### src/rtl/axi_m0_pkg.sv
// Shared types and constants for the M0 AXI burst master: FSM state encoding,
// fixed AXI field values, response codes and M0 port widths.
package axi_m0_pkg;

    // M0 port widths
    localparam int unsigned M0_ADDR_W  = 32;
    localparam int unsigned M0_LEN_W   = 3;
    localparam int unsigned M0_ID_W    = 4;
    localparam int unsigned M0_DATA_W  = 64;
    localparam int unsigned M0_STRB_W  = 8;

    // Fixed request-channel field values
    localparam logic [2:0] AXI_SIZE_64    = 3'b011;
    localparam logic [1:0] AXI_BURST_INCR = 2'b01;
    localparam logic [3:0] AXI_CACHE_MOD  = 4'b0011;
    localparam logic [2:0] AXI_PROT_NONE  = 3'b000;

    // Response codes; numeric order doubles as severity order
    localparam logic [1:0] AXI_RESP_OKAY   = 2'b00;
    localparam logic [1:0] AXI_RESP_EXOKAY = 2'b01;
    localparam logic [1:0] AXI_RESP_SLVERR = 2'b10;
    localparam logic [1:0] AXI_RESP_DECERR = 2'b11;

    typedef enum logic [2:0] {
        StIdle,
        StRdAddr,
        StRdData,
        StWrAddr,
        StWrData,
        StWrResp,
        StDone
    } m0_state_e;

    // Worse of two responses (higher code is more severe)
    function automatic logic [1:0] worst_resp(input logic [1:0] a, input logic [1:0] b);
        return (a > b) ? a : b;
    endfunction

endpackage

### src/rtl/axi_m0_beat_ctr.sv
// Beat counter: latches the burst length on load, counts data handshakes and
// flags the final beat of the burst.
module axi_m0_beat_ctr
    import axi_m0_pkg::*;
(
    input  logic                clk,
    input  logic                rst_n,
    input  logic                load,
    input  logic [M0_LEN_W-1:0] load_len,
    input  logic                step,
    output logic [M0_LEN_W-1:0] count,
    output logic [M0_LEN_W-1:0] beat_len,
    output logic                last
);

    logic [M0_LEN_W-1:0] count_q, count_d;
    logic [M0_LEN_W-1:0] len_q, len_d;

    // Next count/length: load restarts the burst, step advances one beat
    always_comb begin
        count_d = count_q;
        len_d   = len_q;
        if (load) begin
            count_d = '0;
            len_d   = load_len;
        end else if (step) begin
            count_d = count_q + 1'b1;
        end
    end

    // Counter and length registers
    always_ff @(posedge clk or negedge rst_n) begin
        if (!rst_n) begin
            count_q <= '0;
            len_q   <= '0;
        end else begin
            count_q <= count_d;
            len_q   <= len_d;
        end
    end

    assign count    = count_q;
    assign beat_len = len_q;
    assign last     = (count_q == len_q);

endmodule

### src/rtl/axi_m0_burst_master.sv
// Single-outstanding AXI burst master on the M0 port. Accepts one read or
// write command, issues the address, streams data between the user ports and
// the bus, and reports completion with worst response and an error flag.
// Optional watchdog: define AXI_M0_MASTER_TIMEOUT_EN.
module axi_m0_burst_master
    import axi_m0_pkg::*;
#(
    parameter logic [M0_ID_W-1:0] AXI_ID         = 4'h0,
    parameter int unsigned        TIMEOUT_CYCLES = 1024
) (
    input  logic                  M0_ACLK,
    input  logic                  M0_ARESETN,
    // command
    input  logic                  cmd_valid,
    output logic                  cmd_ready,
    input  logic                  cmd_write,
    input  logic [M0_ADDR_W-1:0]  cmd_addr,
    input  logic [M0_LEN_W-1:0]   cmd_len,
    // write data stream
    input  logic                  wr_valid,
    output logic                  wr_ready,
    input  logic [M0_DATA_W-1:0]  wr_data,
    input  logic [M0_STRB_W-1:0]  wr_strb,
    // read data stream
    output logic                  rd_valid,
    input  logic                  rd_ready,
    output logic [M0_DATA_W-1:0]  rd_data,
    output logic                  rd_last,
    // completion
    output logic                  done,
    output logic [1:0]            done_resp,
    output logic                  done_err,
    // AR channel
    output logic [M0_ADDR_W-1:0]  M0_ARADDR,
    output logic [M0_LEN_W-1:0]   M0_ARLEN,
    output logic [M0_ID_W-1:0]    M0_ARID,
    output logic [2:0]            M0_ARSIZE,
    output logic [1:0]            M0_ARBURST,
    output logic [3:0]            M0_ARCACHE,
    output logic [2:0]            M0_ARPROT,
    output logic                  M0_ARLOCK,
    output logic                  M0_ARVALID,
    input  logic                  M0_ARREADY,
    // AW channel
    output logic [M0_ADDR_W-1:0]  M0_AWADDR,
    output logic [M0_LEN_W-1:0]   M0_AWLEN,
    output logic [M0_ID_W-1:0]    M0_AWID,
    output logic [2:0]            M0_AWSIZE,
    output logic [1:0]            M0_AWBURST,
    output logic [3:0]            M0_AWCACHE,
    output logic [2:0]            M0_AWPROT,
    output logic                  M0_AWLOCK,
    output logic                  M0_AWVALID,
    input  logic                  M0_AWREADY,
    // W channel
    output logic [M0_DATA_W-1:0]  M0_WDATA,
    output logic [M0_STRB_W-1:0]  M0_WSTRB,
    output logic                  M0_WLAST,
    output logic                  M0_WVALID,
    input  logic                  M0_WREADY,
    // R channel
    input  logic [M0_DATA_W-1:0]  M0_RDATA,
    input  logic [M0_ID_W-1:0]    M0_RID,
    input  logic [1:0]            M0_RRESP,
    input  logic                  M0_RLAST,
    input  logic                  M0_RVALID,
    output logic                  M0_RREADY,
    // B channel
    input  logic [M0_ID_W-1:0]    M0_BID,
    input  logic [1:0]            M0_BRESP,
    input  logic                  M0_BVALID,
    output logic                  M0_BREADY
);

    m0_state_e state_q, state_d;
    logic [M0_ADDR_W-4:0] addr_q;
    logic [1:0]           resp_q, resp_d;
    logic                 err_q, err_d;

    logic                 cmd_fire, ar_fire, aw_fire, w_fire, r_fire, b_fire;
    logic                 beat_last;
    logic [M0_LEN_W-1:0]  beat_cnt;
    logic [M0_LEN_W-1:0]  beat_len;
    logic                 timeout;

    // Handshake qualifiers, each gated by the owning state
    assign cmd_ready = (state_q == StIdle) && M0_ARESETN;
    assign cmd_fire  = cmd_valid && cmd_ready;
    assign ar_fire   = M0_ARVALID && M0_ARREADY;
    assign aw_fire   = M0_AWVALID && M0_AWREADY;
    assign w_fire    = M0_WVALID && M0_WREADY;
    assign r_fire    = M0_RVALID && M0_RREADY;
    assign b_fire    = M0_BVALID && M0_BREADY;

    axi_m0_beat_ctr u_beat_ctr (
        .clk      (M0_ACLK),
        .rst_n    (M0_ARESETN),
        .load     (cmd_fire),
        .load_len (cmd_len),
        .step     (r_fire || w_fire),
        .count    (beat_cnt),
        .beat_len (beat_len),
        .last     (beat_last)
    );

`ifdef AXI_M0_MASTER_TIMEOUT_EN
    localparam int unsigned ToW = $clog2(TIMEOUT_CYCLES + 1);
    logic [ToW-1:0] to_q, to_d;
    logic           waiting;
    logic           any_fire;

    assign any_fire = ar_fire || aw_fire || w_fire || r_fire || b_fire;
    assign waiting  = (state_q != StIdle) && (state_q != StDone) && !any_fire;
    assign timeout  = waiting && (to_q == ToW'(TIMEOUT_CYCLES - 1));

    // Watchdog: counts stalled cycles, any bus handshake restarts it
    always_comb begin
        to_d = '0;
        if (waiting) begin
            to_d = to_q + 1'b1;
        end
    end

    // Watchdog register
    always_ff @(posedge M0_ACLK or negedge M0_ARESETN) begin
        if (!M0_ARESETN) begin
            to_q <= '0;
        end else begin
            to_q <= to_d;
        end
    end
`else
    assign timeout = 1'b0;
`endif

    // Next-state, response accumulation and sticky error
    always_comb begin
        state_d = state_q;
        resp_d  = resp_q;
        err_d   = err_q;
        unique case (state_q)
            StIdle: begin
                if (cmd_fire) begin
                    state_d = cmd_write ? StWrAddr : StRdAddr;
                    resp_d  = AXI_RESP_OKAY;
                    err_d   = 1'b0;
                end
            end
            StRdAddr: begin
                if (ar_fire) state_d = StRdData;
            end
            StRdData: begin
                if (r_fire) begin
                    resp_d = worst_resp(resp_q, M0_RRESP);
                    // early or missing RLAST, or foreign ID
                    if ((M0_RLAST != beat_last) || (M0_RID != AXI_ID)) err_d = 1'b1;
                    if (M0_RLAST || beat_last) state_d = StDone;
                end
            end
            StWrAddr: begin
                if (aw_fire) state_d = StWrData;
            end
            StWrData: begin
                if (w_fire && beat_last) state_d = StWrResp;
            end
            StWrResp: begin
                if (b_fire) begin
                    resp_d  = M0_BRESP;
                    if (M0_BID != AXI_ID) err_d = 1'b1;
                    state_d = StDone;
                end
            end
            StDone: begin
                state_d = StIdle;
            end
            default: begin
                state_d = StIdle;
            end
        endcase
        if (timeout) begin
            state_d = StDone;
            resp_d  = AXI_RESP_SLVERR;
            err_d   = 1'b1;
        end
    end

    // State, latched address and completion status registers
    always_ff @(posedge M0_ACLK or negedge M0_ARESETN) begin
        if (!M0_ARESETN) begin
            state_q <= StIdle;
            addr_q  <= '0;
            resp_q  <= AXI_RESP_OKAY;
            err_q   <= 1'b0;
        end else begin
            state_q <= state_d;
            resp_q  <= resp_d;
            err_q   <= err_d;
            if (cmd_fire) addr_q <= cmd_addr[M0_ADDR_W-1:3];
        end
    end

    // Request channels: fixed fields, 8-byte aligned address
    assign M0_ARADDR  = {addr_q, 3'b000};
    assign M0_ARLEN   = beat_len;
    assign M0_ARID    = AXI_ID;
    assign M0_ARSIZE  = AXI_SIZE_64;
    assign M0_ARBURST = AXI_BURST_INCR;
    assign M0_ARCACHE = AXI_CACHE_MOD;
    assign M0_ARPROT  = AXI_PROT_NONE;
    assign M0_ARLOCK  = 1'b0;
    assign M0_ARVALID = (state_q == StRdAddr);

    assign M0_AWADDR  = {addr_q, 3'b000};
    assign M0_AWLEN   = beat_len;
    assign M0_AWID    = AXI_ID;
    assign M0_AWSIZE  = AXI_SIZE_64;
    assign M0_AWBURST = AXI_BURST_INCR;
    assign M0_AWCACHE = AXI_CACHE_MOD;
    assign M0_AWPROT  = AXI_PROT_NONE;
    assign M0_AWLOCK  = 1'b0;
    assign M0_AWVALID = (state_q == StWrAddr);

    // Write stream passes straight through while in the data phase
    assign M0_WDATA  = wr_data;
    assign M0_WSTRB  = wr_strb;
    assign M0_WVALID = (state_q == StWrData) && wr_valid;
    assign M0_WLAST  = (state_q == StWrData) && beat_last;
    assign wr_ready  = (state_q == StWrData) && M0_WREADY;

    // Read stream passes straight through while in the data phase
    assign rd_data   = M0_RDATA;
    assign rd_valid  = (state_q == StRdData) && M0_RVALID;
    assign rd_last   = (state_q == StRdData) && M0_RLAST;
    assign M0_RREADY = (state_q == StRdData) && rd_ready;

    assign M0_BREADY = (state_q == StWrResp);

    // Completion status is only presented during the done pulse
    assign done      = (state_q == StDone);
    assign done_resp = done ? resp_q : AXI_RESP_OKAY;
    assign done_err  = done && err_q;

endmodule

### config.mk
export PLATFORM = sky130hd
export DESIGN_NAME = axi_m0_burst_master
export DESIGN_NICKNAME = d
export VERILOG_FILES = /design/src/rtl/axi_m0_pkg.sv /design/src/rtl/axi_m0_beat_ctr.sv /design/src/rtl/axi_m0_burst_master.sv
export SDC_FILE = /design/constraint.sdc
export NUM_CORES = 1
export LEC_CHECK = 0
export ABC_CLOCK_PERIOD_IN_PS = 2200
export CAP_MARGIN = 15
export CORE_AREA = 2 2 176 178
export DETAILED_ROUTE_END_ITERATION = 6
export DIE_AREA = 0 0 178 180
export GPL_ROUTABILITY_DRIVEN = 0
export HOLD_SLACK_MARGIN = 0.1
export PLACE_DENSITY = 0.45
export SKIP_LAST_GASP = 1
export SLEW_MARGIN = 15
export SYNTH_ARGS = -nofsm -noshare
export SYNTH_HDL_FRONTEND = slang
export SYNTH_SLANG_ARGS = --single-unit
### constraint.sdc
create_clock -name M0_ACLK -period 2.2 [get_ports M0_ACLK]
set_input_delay 0.33 -clock M0_ACLK [delete_from_list [all_inputs] [get_ports M0_ACLK]]
set_output_delay 0.33 -clock M0_ACLK [all_outputs]
set_load 0.05 [all_outputs]
==> metrics.cfg <==
[outcome]
outcome=completed

[cts]
cts_tree=built
cts-hold-fix-buffers=0
cts_htree_levels=2
clock-sinks=41
clk_latency_ps=300
cts-buffers-inserted=5
clkTransAtPathRegs_ps=70
cts_root_buf=clkbuf_16
clk_path_buf_depth=2

[worst_setup_path]
start_kind=flip-flop
rr_endpoint=err_q$_DFFE_PN0P_
path_class=reg -> reg
r2r_cells=7
required_ps=2370
r2r-start=u_beat_ctr.count[0]$_DFFE_PN0P_
worstPathMaxFanout=3
worst_setup_path_end_kind=flip-flop
worstPathArrival_ps=2230
reg2reg_slack_ps=130

[floorplan]
core_um2=30190
die_area_um2=32040
die_h_um=180
ios=449
start_util_pct=12.35
die_w_um=178
num_rows=64

[routing]
drtIter0Drc=42
vias=2177
wl_per_cell_um=15.28
routed_wl_um=11490
drc=0
first_pass_iters=4
via_per_inst=2.895
ant_nets=0

[power_and_ir_drop]
p_int_mw=3.794
leakage_nw=1.844
p_per_area_nw_per_um2=1762
p_seq_share_pct=18.7
p_clk_share_pct=10.9
power_frac_comb_pct=70.3
peakVddDrop_v=0.0007938
p_sw_share_pct=52.83
p_sw_mw=4.250

[final_layout]
fin_util_pct=15.12
drive_gt1_share_pct=22.54
instances_no_fill=752
fillers=3360
seq_area_um2=1026
area_delta_synth_final_pct=22.45
multiInputGateArea_um2=1197
nNetsFinal=553

[logic_synthesis]
yosysWarnings=0
synth_most_common_cell=buf_4
ys_types=43
synth_area_per_cell_um2=9.969
synthCells=374
yosysTopAreaCell=buf_4
synth_flop_cell=dfrtp_1
synth_area_leaders=buf_4 (42%), dfrtp_1 (28%), mux2_4 (8.5%)
synth_edf_count=0
async_flop_share_pct=100.0
ys_ff_latch=41
synth_common_cells=buf_4 (209), dfrtp_1 (41), mux2_4 (21)
yosys.area.top_type_share_pct=42.08
synthesis.area_um2=3729
ys_seq_area_share_pct=27.52

[place]
dpl.cell_count=742
dp_slack_ps=5.558
io_buffers=133
hpwl_um=9321

[sta]
relSlewSlack_pct=61.41
finalCriticalPeriod_ps=2066
rsz0062_at_grt=false
whs_ps=254.5
fmax_mhz=484.1
fin_setup_tns_ps=0
hold_violations=0
setup_viol=0
fin_worst_skew_ps=8.211
finalMaxSlewViolations=0
fin_crit_sh_pct=93.90
finalWorstSetupSlack_ps=134.2
worstMarginPinSlew_ps=578.8

[global_routing]
grt_pass1_vias=2314
grt_overflow=0
grt_max_degree=42
track_usage_pct=6.927
grt_pass1_wl_um=15460
antenna_found_initial=1

[hold_path]
worstHoldPathType=in -> async

[run]
cap_violations=0

kinds of logic (layout without fill, tap and decap cells):
family | after synthesis | in the layout | synth area share, %
flops | 41 | 41 | 27.52
other cells | 2 | 41 | 0.2014
xor+xnor | 5 | 5 | 1.174
compound gates | 16 | 16 | 3.691
fa+ha+maj | 4 | 4 | 1.342
simple gates | 47 | 47 | 7.953
buf+inv | 224 | 167 | 45.50
mux | 35 | 35 | 12.62
routing by layer:
layer	global-route usage, %	vias to the layer above	part of all wire (%)
li1	-	917	-
met5	0	-	0
met1	6.251	996	32
met2	10.84	165	46
met3	3.363	99	12
met4	7.377	0	11
layout make-up:
type,instances,share of cell area (%)
multi-input cells,147,26.23
well taps,396,10.85
clock buffers,6,2.823
inverters,8,0.6577
clock inverters,2,0.8495
diodes,1,0.05481
repair buffers,151,36.06
flip-flops and latches,41,22.47
power groups by stage:
stage	registers, mW	logic, mW	clock network (mW)
2_1_floorplan	2.46	3.73	0
3_3_place_gp	1.52	5.66	0
3_5_place_dp	1.52	5.66	0
4_1_cts	1.53	5.68	0.942
5_1_grt	1.57	5.93	0.968
6_report	1.51	5.66	0.878
worst max-delay path by stage:
stage,start,endpoint,slack (ps),depth (start not counted)
floorplan,u_beat_ctr.beat_len[0]$_DFFE_PN0P_,err_q$_DFFE_PN0P_,20,7
global placement,M0_RLAST,err_q$_DFFE_PN0P_,7,7
detailed placement,M0_RLAST,err_q$_DFFE_PN0P_,6,7
CTS,u_beat_ctr.beat_len[1]$_DFFE_PN0P_,err_q$_DFFE_PN0P_,30,7
global route,u_beat_ctr.count[1]$_DFFE_PN0P_,err_q$_DFFE_PN0P_,20,7
finish,u_beat_ctr.count[0]$_DFFE_PN0P_,err_q$_DFFE_PN0P_,130,7
timing repair:
| item | in CTS | in global routing |
|---|---|---|
| setup buffers | 0 | 1 |
| setup endpoints to repair | 0 | 1 |
| resized for setup | 0 | 5 |
flip-flops by register name, summed over array words and instances, names as in the netlist:
name / count
u_beat_ctr.beat_len: 3
state_q: 3
resp_q: 2
u_beat_ctr.count: 3
addr_q: 29
err_q: 1
layout by cell type (no fill, tap or decap), types with 2 or more instances in the layout:
| cell type | n |
|---|---|
| a21oi_1 | 2 |
| conb_1 | 40 |
| clkbuf_16 | 5 |
| a22oi_1 | 2 |
| a211o_1 | 2 |
| and3_1 | 3 |
| nand2_1 | 6 |
| inv_1 | 7 |
| a22o_1 | 2 |
| mux2_4 | 21 |
| mux2i_1 | 2 |
| nor2b_1 | 2 |
| and2_1 | 5 |
| nor2_1 | 11 |
| nor3_1 | 3 |
| buf_12 | 18 |
| clkdlybuf4s50_1 | 116 |
| ha_1 | 3 |
| dfrtp_1 | 41 |
| xnor2_1 | 4 |
| o21ai_1 | 3 |
| mux2_1 | 12 |
| buf_4 | 16 |
worst max-delay path, stage by stage, from the launching register on:
cell     delay [ps]
dfrtp_1         410
xnor2_1         200
nand3_2         140
ha_4            230
or4_4           420
o311a_4         370
o21ai_1         110
a21oi_1          70
through the flow:
| stage | instance area, µm² | total power [mW] |
|---|---|---|
| floorplan | 3880 | 6.194 |
| global route | 4563 | 8.468 |
| global placement | 4348 | 7.189 |
| detailed placement | 4348 | 7.182 |
| CTS | 4516 | 8.149 |
| finish | 4566 | 8.044 |
Note: power is estimated with default switching activity, not from simulation.
